<file path="src/rtl/b_demux_seq.sv">
// Time-division 1-to-N demultiplexer: collects lane-ordered serial bits into
// an N-bit parallel word, with a completion strobe and a framing-error strobe.
module b_demux_seq #(
   parameter int unsigned N    = 4,
   parameter int unsigned SELW = 2
) (
   input  logic            clk,
   input  logic            rst_n,
   input  logic            d,
   input  logic            v,
   input  logic            sof,
   output logic [N-1:0]    y,
   output logic            yv,
   output logic [SELW-1:0] s,
   output logic            err
);

   typedef enum logic {
      IDLE = 1'b0,
      FILL = 1'b1
   } state_t;

   localparam logic [SELW-1:0] LAST_LANE = SELW'(N - 1);
   localparam logic [SELW-1:0] LANE_ONE  = SELW'(1);

   state_t          r_state;
   logic [SELW-1:0] r_s;
   logic [N-2:0]    r_shadow;
   logic [N-1:0]    r_y;
   logic            r_yv;
   logic            r_err;

   state_t          w_state_nxt;
   logic [SELW-1:0] w_s_nxt;
   logic [N-2:0]    w_shadow_nxt;
   logic [N-1:0]    w_y_nxt;
   logic            w_yv_nxt;
   logic            w_err_nxt;

   // State and registered outputs
   always_ff @(posedge clk) begin
      if (!rst_n) begin
         r_state  <= IDLE;
         r_s      <= '0;
         r_shadow <= '0;
         r_y      <= '0;
         r_yv     <= 1'b0;
         r_err    <= 1'b0;
      end else begin
         r_state  <= w_state_nxt;
         r_s      <= w_s_nxt;
         r_shadow <= w_shadow_nxt;
         r_y      <= w_y_nxt;
         r_yv     <= w_yv_nxt;
         r_err    <= w_err_nxt;
      end
   end

   // Next-state and next-output logic
   always_comb begin
      w_state_nxt  = r_state;
      w_s_nxt      = r_s;
      w_shadow_nxt = r_shadow;
      w_y_nxt      = r_y;
      w_yv_nxt     = 1'b0;
      w_err_nxt    = 1'b0;

      unique case (r_state)
         IDLE: begin
            if (v && sof) begin
               w_shadow_nxt[0] = d;
               w_s_nxt         = LANE_ONE;
               w_state_nxt     = FILL;
            end
         end
         FILL: begin
            if (v) begin
               if (sof) begin
                  // A sof anywhere but lane 0 aborts the partial frame
                  w_err_nxt       = (r_s != '0);
                  w_shadow_nxt[0] = d;
                  w_s_nxt         = LANE_ONE;
               end else if (r_s == LAST_LANE) begin
                  w_y_nxt  = {d, r_shadow};
                  w_yv_nxt = 1'b1;
                  w_s_nxt  = '0;
               end else begin
                  for (int unsigned k = 0; k < N - 1; k++) begin
                     if (r_s == SELW'(k)) w_shadow_nxt[k] = d;
                  end
                  w_s_nxt = r_s + LANE_ONE;
               end
            end
         end
         default: w_state_nxt = IDLE;
      endcase
   end

   assign y   = r_y;
   assign yv  = r_yv;
   assign s   = r_s;
   assign err = r_err;

endmodule

</file>
<file path="config.mk">
export PLATFORM = sky130hd
export DESIGN_NAME = b_demux_seq
export DESIGN_NICKNAME = d
export VERILOG_FILES = /design/src/rtl/b_demux_seq.sv
export SDC_FILE = /design/constraint.sdc
export NUM_CORES = 1
export LEC_CHECK = 0
export BUFFER_PORTS_ARGS = -buffer_cell sky130_fd_sc_hd__buf_2
export CAP_MARGIN = 40
export CORE_AREA = 2 2 39 41
export CTS_BUF_LIST = sky130_fd_sc_hd__clkbuf_2
export DETAILED_ROUTE_END_ITERATION = 7
export DIE_AREA = 0 0 41 43
export GPL_ROUTABILITY_DRIVEN = 0
export HOLD_SLACK_MARGIN = 0.08
export PLACE_DENSITY = 0.62
export SETUP_SLACK_MARGIN = 0.2
export SKIP_LAST_GASP = 1
export SYNTH_ARGS = -nofsm -noshare
export SYNTH_HDL_FRONTEND = slang
export SYNTH_SLANG_ARGS = --single-unit
</file>
<file path="constraint.sdc">
create_clock -name clk -period 2.9 [get_ports clk]
set_input_delay 0.58 -clock clk [delete_from_list [all_inputs] [get_ports clk]]
set_output_delay 0.58 -clock clk [all_outputs]
set_load 0.05 [all_outputs]
</file>
==> results of run 1 <==
-- layout make-up --
class / instances / area, um^2 / share of cell area (%)
Clock inverter: 1 / 3.75 / 0.606
Timing Repair Buffer: 12 / 60.1 / 9.70
Inverter: 2 / 7.51 / 1.21
Sequential cell: 12 / 240 / 38.8
Tap cell: 16 / 20.0 / 3.23
Clock buffer: 3 / 15.0 / 2.42
Multi-Input combinational cell: 41 / 273 / 44.0
-- where the power goes --
group	switching [uW]	total, uW	internal, uW
sequential	4.55	173	168
combinational	18.1	28.5	10.4
clock	58.8	88.7	29.9
total	81.5	290	209
-- cell usage after synthesis, drive strengths merged --
cell	number
ha	5
nor3	1
nand3	5
nand4b	1
o21ai	7
buf	1
dfxtp	12
nor2	1
inv	2
a22oi	1
and3	1
nand2	9
and3b	2
a21oi	2
and4bb	1
nor2b	2
mux2i	3
-- logic make-up after synthesis --
family,count (synthesis),synth area share (%)
AOI/OAI and AO/OA,10,10.0
DFF,12,45.7
buffers and inverters,3,2.38
muxes,3,5.71
adders and majority gates,5,11.9
and+or+nand+nor,23,24.3
-- metrics by stage --
stage          utilization, %  worst slack (ns)  instances
2_1_floorplan               -              1.22         56
3_3_place_gp             43.4              1.44         83
3_5_place_dp             43.4              1.42         83
4_1_cts                  44.8              1.24         87
5_1_grt                  44.8              1.19         87
6_report                 44.8              1.27         87
-- worst register-to-register path, cell delays in order (launching register included) --
cell	delay (ns)
sky130_fd_sc_hd__dfxtp_1	0.47
sky130_fd_sc_hd__inv_1	0.10
sky130_fd_sc_hd__ha_1	0.22
sky130_fd_sc_hd__and3b_2	0.20
sky130_fd_sc_hd__o21ai_0	0.19
sky130_fd_sc_hd__mux2i_1	0.19
-- path summary, 6_finish.rpt --
check,from,end,cells after the start
setup / recovery,s[0],s[0],1
hold / removal,y[1],y[1],2
setup reg to reg,s[0],r_shadow[0],5
hold reg to reg,y[1],y[1],2
-- flip-flops by register name (all words and copies together) (netlist names) --
| name | flops |
|---|---|
| r_shadow | 3 |
| r_state | 1 |
| s | 2 |
| yv | 1 |
| y | 4 |
| err | 1 |
-- metal layers --
layer / up-vias / wire length (um) / part of all wire [%] / global-route usage, %
li1: 227 / - / - / -
met1: 196 / 428 / 44 / 15.4
met2: 9 / 459 / 47 / 20.0
met3: 4 / 42 / 4.3 / 4.71
met4: 0 / 40 / 4.1 / 16.0
met5: - / 0 / 0 / 0
==> qor.yml, run 1 <==
run_status:
  run_status: "finished clean"
detailed_routing:
  remaining_drc_errors: 0
  viasPerCell: 5.01
  firstDrtPassIters: 2
  route.vias.total: 436
  detail-route-antenna-nets: 0
  wire_per_inst_um: 11.1
  detail_route.iter0.violations: 4
  wirelength_um: 970
power_and_ir_drop:
  p_total_uw: 290
  leakagePower_uw: 0.000296
  power_per_cell_area_nw_per_um2: 468
  power.ir.vdd_worst_v: 0.000187
timing:
  final_hold_viol_count: 0
  finalSetupTns_ns: 0
  setup_viol: 0
  rsz_0062_raised_after_global_routing: "false"
  slew_headroom_pct: 80.8
  transition_time_at_the_pin_with_the_least_slew_margin_ns: 0.286
  timing.final.max_slew_violations: 0
  timing.hold.ws_ns: 0.474
  fin_crit_share_pct: 56.4
  clock-skew-final_ns: 0.00168
  clock.fmax_ghz: 0.612
  fin_crit_ns: 1.63
cells_and_area:
  fin_area_um2: 619
  n_diodes: 0
  finish.net_count: 82
  drive_above_1_share_pct: 25.4
  fillerInstances: 151
  flow.area_growth_from_synthesis_pct: 17.9
  mostFrequentLayoutCells: "sky130_fd_sc_hd__dfxtp_1, sky130_fd_sc_hd__buf_2, sky130_fd_sc_hd__nand2_1"
floorplanning:
  floorplan.die.height_um: 43
  io_pins: 13
  starting_density_of_the_core_pct: 38.0
  die_x_um: 41
  design.core.area_um2: 1380
  die_area_um2: 1760
  number_of_cell_rows: 14
place:
  dp_hpwl_um: 724
  post_dp_cell_area_um2: 601
  port_buffer_cells: 12
clock_tree:
  clkLatencyLatePin_ns: 0.28
  cts_htree_levels: 1
  cts_max_path_buffers: 2
  cts.repair_timing.setup_buffer_count: 0
  cts_inserted_buffers: 3
  clkSlewWorstSetupHoldPaths_ns: 0.12
  cts_repair_resize_count: 0
  clockRootBuffer: "sky130_fd_sc_hd__clkbuf_2"
  hold_buffers: 0
  cts_tree: "done"
  cts.sinks: 12
setup_path:
  worst_ep_arrival_time_ns: 1.05
  timing.critical_path.from_type: "flip-flop"
  critPathRequiredTime_ns: 2.32
  cpLargestDelayFamily: "flip-flops"
  cp_num_buf_inv: 1
  timing.critical_path.cells: "buf_2"
  reg2reg_setup_slack_ns: 1.48
  path_max_fanout: 7
  critical_path_class: "reg2out"
  end_kind: "primary output"
  slowest_delay_ns: 0.47
  timing.critical_path.slowest_stage_cell: "sky130_fd_sc_hd__dfxtp_1"
logic_synthesis:
  postSynthNetCount: 66
  synth-seq-area-share_pct: 45.7
  mean_instance_size_in_the_synthesized_netlist_um2: 9.38
  synthesis.yosys.warnings: 0
  ys_types: 17
  syn-instance-count: 56
  synth-seq-cells: 12
  synthesis.area_um2: 526
  post-synth-top-area-cell: "sky130_fd_sc_hd__dfxtp_1"
  synth.top_cells.by_area: "sky130_fd_sc_hd__dfxtp_1, sky130_fd_sc_hd__ha_1, sky130_fd_sc_hd__o21ai_0"
  yosys.area.top_type_share_pct: 45.7
global_routing:
  grt_usage_pct: 14.5
  grt_pass1_wl_um: 1610
  grt-ovfl-total: 0
  antenna_found_initial: 0
  grt_max_degree: 15
  grt_pass1_vias: 405
hold_path:
  hold_class: "reg2reg"
job:
  timing.max_cap.violations: 0
Power figures use the tool's default switching activity.
==> inputs of run 2 (changes only) <==
- ABC_AREA: default -> 1
- PLACE_DENSITY: 0.62 -> 0.69
- clock period: 2.9 -> 1.5 ns (I/O delays scaled with it)
==> qor.yml, run 2 <==
power_and_ir_drop:
  leakagePower_uw: 0.000347  # +17%
  sequentialPowerShare_pct: 57.3  # -2.3 points
  power_per_cell_area_nw_per_um2: 844  # +80%
  power_switching_share_pct: 28.0  # -0.068 points
  power.ir.vdd_worst_v: 0.000377  # +100%
  power.share.clock_pct: 30.3  # -0.3 points
  net_switching_power_uw: 163  # +100%
  internal_power_uw: 419  # +100%
  combPwrFrac_pct: 12.4  # +2.6 points
timing:
  transition_time_at_the_pin_with_the_least_slew_margin_ns: 0.283  # -0.00329 ns
  timing.final.max_slew_violations: 0  # unchanged
  setup_viol: 0  # unchanged
  fin_crit_ns: 1.23
  clock.fmax_ghz: 0.811
  slew_headroom_pct: 81.1  # +0.22 points
  finalSetupTns_ns: 0  # unchanged
  fin_crit_share_pct: 82.2
  clock-skew-final_ns: 0.0123  # +0.0106 ns
  rsz_0062_raised_after_global_routing: "false"
  final_hold_viol_count: 0  # unchanged
  timing.final.ws_setup_ns: 0.268  # -0.998 ns
logic_synthesis:
  synth-seq-cells: 12  # unchanged
  yosys-top-cells-count: "sky130_fd_sc_hd__nand2_1, sky130_fd_sc_hd__inv_1, sky130_fd_sc_hd__nor2_1, sky130_fd_sc_hd__dfxtp_1"
  ys_types: 13  # -4
  synth-seq-area-share_pct: 41.1  # -4.6 points
  mean_instance_size_in_the_synthesized_netlist_um2: 7.21  # -23%
  postSynthNetCount: 91  # +38%
  syn-instance-count: 81  # +45%
  synth_enable_flop_cells: 0  # unchanged
  synth.most_common_cell: "sky130_fd_sc_hd__nand2_1"
  synthesis.yosys.warnings: 0  # unchanged
  synth.top_cells.by_area: "sky130_fd_sc_hd__dfxtp_1, sky130_fd_sc_hd__ha_1, sky130_fd_sc_hd__nand2_1"
  post-synth-top-area-cell: "sky130_fd_sc_hd__dfxtp_1"
  ys.flop_type: "sky130_fd_sc_hd__dfxtp_1"
  yosys.area.top_type_share_pct: 41.1  # -4.6 points
  synth-async-reset-ratio_pct: 0  # unchanged
  synthesis.area_um2: 584  # +11%
setup_path:
  critical_path_class: "reg2out"
  timing.critical_path.cells: "buf_2"
  cp_num_buf_inv: 1  # unchanged
  path_max_fanout: 7  # unchanged
  end_kind: "primary output"
  timing.critical_path.from_type: "flip-flop"
  regToRegStartpoint: "s[0]"
  worst_ep_arrival_time_ns: 0.93  # -0.12 ns
  slowest_delay_ns: 0.40  # -0.07 ns
  reg2reg_setup_slack_ns: 0.30  # -1.18 ns
  cpLargestDelayFamily: "flip-flops"
  rr_worst_depth: 5  # unchanged
  r2r_end: "y[2]"
  timing.critical_path.slowest_stage_cell: "sky130_fd_sc_hd__dfxtp_4"
  critPathRequiredTime_ns: 1.20  # -1.12 ns
clock_tree:
  cts_inserted_buffers: 3  # unchanged
  hold_buffers: 0  # unchanged
  cts.repair_timing.setup_buffer_count: 0  # unchanged
  clockRootBuffer: "sky130_fd_sc_hd__clkbuf_2"
  clkSlewWorstSetupHoldPaths_ns: 0.12  # about the same
  cts.sinks: 12  # unchanged
  cts_tree: "done"
  clkLatencyLatePin_ns: 0.26  # -0.02 ns
  cts_htree_levels: 1  # unchanged
  cts_max_path_buffers: 2  # unchanged
global_routing:
  grt_pass1_wl_um: 1880  # +17%
  grt_pass1_vias: 455  # +12%
  grt_max_degree: 11  # -4
  antenna_found_initial: 0  # unchanged
  grt-ovfl-total: 0  # unchanged
  grt_usage_pct: 15.7  # +1.2 points
place:
  preCtsSetupSlack_ns: 0.304  # -1.12 ns
  port_buffer_cells: 12  # unchanged
  dp_hpwl_um: 866  # +20%
floorplanning:
  number_of_cell_rows: 14  # unchanged
  starting_density_of_the_core_pct: 42.2  # +4.2 points
  io_pins: 13  # unchanged
  floorplan.die.height_um: 43  # unchanged
  design.core.area_um2: 1380  # unchanged
  die_x_um: 41  # unchanged
  die_area_um2: 1760  # unchanged
job:
  timing.max_cap.violations: 0  # unchanged
detailed_routing:
  firstDrtPassIters: 4  # +2
  wire_per_inst_um: 9.96  # -11%
  detail_route.iter0.violations: 3  # -1
  route.vias.total: 549  # +26%
  remaining_drc_errors: 0  # unchanged
  wirelength_um: 1120  # +15%
  viasPerCell: 4.90  # -2.2%
  detail-route-antenna-nets: 0  # unchanged
cells_and_area:
  largest_register_ffs: 4  # unchanged
  n_diodes: 0  # unchanged
  drive_above_1_share_pct: 25.0  # -0.35 points
  finish.net_count: 107  # +30%
  flow.area_growth_from_synthesis_pct: 18.0
  mostFrequentLayoutCells: "sky130_fd_sc_hd__nand2_1, sky130_fd_sc_hd__inv_1, sky130_fd_sc_hd__nor2_1, sky130_fd_sc_hd__buf_2, sky130_fd_sc_hd__dfxtp_1"
  final_common_cell: "sky130_fd_sc_hd__nand2_1"
  fillerInstances: 147  # -2.6%
hold_path:
  hold_class: "in2reg"
  min_path_cells: 2  # unchanged
  worstHoldStart: "sof"
  holdPathEnd: "yv"
run_status:
  run_status: "finished clean"
run 2: cell count changes after synthesis, sizes merged, moves of 2 or more:
cell / change
nor2b: -2
nor4: +2
nand2: +8
nor2: +12
inv: +13
and3b: -2
o21ai: -7
mux2i: -3
nand4: +6
run 2: cell families after synthesis:
logic type / Yosys count / share of synthesized area, %
AOI/OAI and AO/OA: 3 / 2.57
adders and majority gates: 5 / 10.7
buffers and inverters: 16 / 10.5
DFF: 12 / 41.1
and+or+nand+nor: 45 / 35.1
run 2: area by class of cell:
cell class / instances / area (um^2) / share of cell area, %
tap: 16 / 20.0 / 2.90
clock buffer: 4 / 20.0 / 2.90
inverter: 15 / 56.3 / 8.17
timing repair buffer: 12 / 60.1 / 8.71
sequential: 12 / 245 / 35.6
multi-input combinational: 53 / 288 / 41.7
run 2: routing by layer:
metal  vias up  global-route usage (%)  routed length [um]
li1        288                       -                   -
met1       237                    20.7                 504
met2        20                    22.2                 530
met3         4                    3.14                  54
met4         0                    10.0                  26
met5         -                       0                   0
run 2: metrics by stage:
stage	hold slack [ns]	utilization [%]	cell area, um^2	std cells	power (uW)
final	0.292	49.8	689	112	582
after global routing	0.278	49.8	689	112	621
after CTS	0.277	49.6	687	112	588
after detailed placement	0.464	48.2	667	108	413
after global placement	0.455	48.2	667	108	410
after floorplan	0.379	-	592	81	392
run 2: power by group through the flow:
stage	Combinational (uW)	Sequential (uW)	Clock, uW
finish	72.1	334	176
global route	82.3	335	204
CTS	71.8	334	182
detailed placement	71.8	341	0
global placement	70.3	340	0
floorplan	43.0	349	0
run 2: how the worst max path moves through the flow:
stage	start	to	slack, ns	cells past startpoint
after detailed placement	s[1]	y[0]	0.30	5
after global placement	s[1]	y[0]	0.32	5
final	s[0]	s[0]	0.27	1
after global routing	s[0]	y[0]	0.22	5
after floorplan	s[1]	y[0]	0.21	5
after CTS	s[0]	s[0]	0.26	1
run 2: timing repair:
action,CTS,global route
resized for setup,0,1
setup endpoints to repair,0,1
hold endpoints to repair,0,0
==> inputs of run 3 (changes only) <==
- clock period: 1.5 -> 1 ns (I/O delays scaled with it)
==> qor.yml, run 3 (same netlist as run 2, synthesis figures left out) <==
clock_tree:
  cts_htree_levels: 1  # unchanged
  clockRootBuffer: "sky130_fd_sc_hd__clkbuf_2"
  clkLatencyLatePin_ns: 0.27  # about the same
  cts_inserted_buffers: 3  # unchanged
  cts_tree: "done"
  clkSlewWorstSetupHoldPaths_ns: 0.12  # about the same
  cts_max_path_buffers: 2  # unchanged
  hold_buffers: 0  # unchanged
  cts.sinks: 12  # unchanged
setup_path:
  timing.critical_path.slowest_stage_cell: "sky130_fd_sc_hd__dfxtp_4"
  end_kind: "primary output"
  timing.critical_path.cells: "buf_6 -> buf_8"
  rr_worst_depth: 7  # +2
  critical_path_class: "reg2out"
  critPathRequiredTime_ns: 0.80  # -0.40 ns
  path_max_fanout: 4  # -3
  r2r_end: "r_shadow[0]"
  regToRegStartpoint: "s[1]"
  worst_ep_arrival_time_ns: 0.92  # about the same
  slowest_delay_ns: 0.39  # about the same
  reg2reg_setup_slack_ns: -0.10  # -0.40 ns
  timing.critical_path.from_type: "flip-flop"
timing:
  clock-skew-final_ns: 0.00575  # -0.00652 ns
  rsz_0062_raised_after_global_routing: "true"
  slew_headroom_pct: 85.4  # +4.3 points
  setup_viol: 11  # +11
  timing.final.ws_setup_ns: -0.116  # -0.384 ns
  clock.fmax_ghz: 0.896
  timing.hold.ws_ns: 0.208  # -0.0838 ns
  transition_time_at_the_pin_with_the_least_slew_margin_ns: 0.218  # -0.0649 ns
  timing.final.max_slew_violations: 0  # unchanged
  fin_crit_share_pct: 112
  final_hold_viol_count: 0  # unchanged
  fin_crit_ns: 1.12
hold_path:
  worstHoldStart: "sof"
  hold_class: "in2reg"
  min_path_cells: 2  # unchanged
  holdPathEnd: "yv"
power_and_ir_drop:
  power_per_cell_area_nw_per_um2: 1010  # +19%
  leakagePower_uw: 0.000422  # +22%
  power.ir.vdd_worst_v: 0.000890  # +140%
  p_total_uw: 916  # +57%
floorplanning:
  die_area_um2: 1760  # unchanged
  io_pins: 13  # unchanged
  design.core.area_um2: 1380  # unchanged
  die_x_um: 41  # unchanged
  number_of_cell_rows: 14  # unchanged
  starting_density_of_the_core_pct: 42.2  # unchanged
  floorplan.die.height_um: 43  # unchanged
global_routing:
  grt_pass1_vias: 549  # +21%
  grt_usage_pct: 18.8  # +3.1 points
  antenna_found_initial: 0  # unchanged
  grt-ovfl-total: 0  # unchanged
  grt_pass1_wl_um: 2180  # +16%
  grt_max_degree: 11  # unchanged
run_status:
  run_status: "finished with violations"
  violations: "setup timing"
detailed_routing:
  wire_per_inst_um: 11.5  # +15%
  firstDrtPassIters: 4  # unchanged
  route.vias.total: 594  # +8.2%
  remaining_drc_errors: 0  # unchanged
  detail_route.iter0.violations: 9  # +6
  detail-route-antenna-nets: 0  # unchanged
  viasPerCell: 5.03  # +2.7%
  wirelength_um: 1350  # +21%
cells_and_area:
  final_common_cell: "sky130_fd_sc_hd__nand2_1"
  fin_area_um2: 911  # +32%
  mostFrequentLayoutCells: "sky130_fd_sc_hd__nand2_1, sky130_fd_sc_hd__nor2_1, sky130_fd_sc_hd__inv_1"
  n_diodes: 0  # unchanged
  flow.area_growth_from_synthesis_pct: 55.9
  largest_register_ffs: 4  # unchanged
  drive_above_1_share_pct: 43.1  # +18 points
  finish.net_count: 113  # +5.6%
  final-instance-count-excl-fill: 118  # +5.4%
place:
  port_buffer_cells: 12  # unchanged
  post-place-cells: 111  # +2.8%
  dp_hpwl_um: 887  # +2.5%
  post_dp_cell_area_um2: 728  # +9.2%
job:
  timing.max_cap.violations: 0  # unchanged
-- run 3: cell types whose count changed in the layout (fill, tap and decap cells not counted), moves of 3 or more --
cell and change:
sky130_fd_sc_hd__buf_6 +4, sky130_fd_sc_hd__nand3_2 +3, sky130_fd_sc_hd__buf_4 +3, sky130_fd_sc_hd__buf_2 -8, sky130_fd_sc_hd__nand3_1 -3, sky130_fd_sc_hd__buf_8 +7
sky130_fd_sc_hd__dfxtp_2 +5, sky130_fd_sc_hd__ha_4 +3, sky130_fd_sc_hd__dfxtp_1 -6
-- run 3: how the worst max path moves through the flow --
stage,startpoint,endpoint,slack [ns],cells after the start
floorplan,s[0],y[0],-0.1,5
detailed placement,s[0],r_shadow[2],-0.05,6
CTS,s[1],s[1],-0.11,2
global placement,s[0],r_shadow[0],-0.006,7
finish,s[1],s[1],-0.12,2
global route,s[1],s[1],-0.16,2
-- run 3: final cells by class --
| cell class | instances | area (um^2) |
|---|---|---|
| Multi-Input combinational cell | 53 | 363 |
| Clock inverter | 1 | 3.75 |
| Clock buffer | 3 | 15.0 |
| Sequential cell | 12 | 255 |
| Tap cell | 16 | 20.0 |
| Timing Repair Buffer | 18 | 193 |
| Inverter | 15 | 61.3 |
| Fill cell | 112 | 473 |
-- run 3: per-stage QoR --
| stage | setup TNS (ns) | setup WS (ns) | util (%) |
|---|---|---|---|
| floorplan | -0.642 | -0.0993 | - |
| global placement | -0.00847 | -0.00553 | 52.6 |
| detailed placement | -0.200 | -0.0534 | 52.6 |
| CTS | -0.492 | -0.115 | 63.4 |
| global route | -1.30 | -0.162 | 65.8 |
| finish | -0.537 | -0.116 | 65.8 |
-- run 3: report_power, final --
group,switching (uW),total (uW),leakage [uW],internal (uW)
Sequential,14.8,501,0.000102,487
Combinational,95.2,157,0.000306,62.3
Clock,170,257,0.0000140,86.8
-- run 3: timing repair --
item                                    in CTS  in global routing
endpoints found under the setup margin      19                 19
gates cloned                                 0                  0
gates resized for setup                     30                  9
buffers inserted                             3                  0
pin swaps                                   12                  5
-- run 3: layer usage --
layer	track usage, %	share of wire, %
met5	0	0
met2	29.1	50
met4	14.0	5.3
met1	20.5	40
met3	4.71	5.0
-- run 3: worst max-delay path, delay by kind of cell (launching register included) --
family   cells  cell delay (ns)
flops        1             0.39
buf+inv      2             0.26
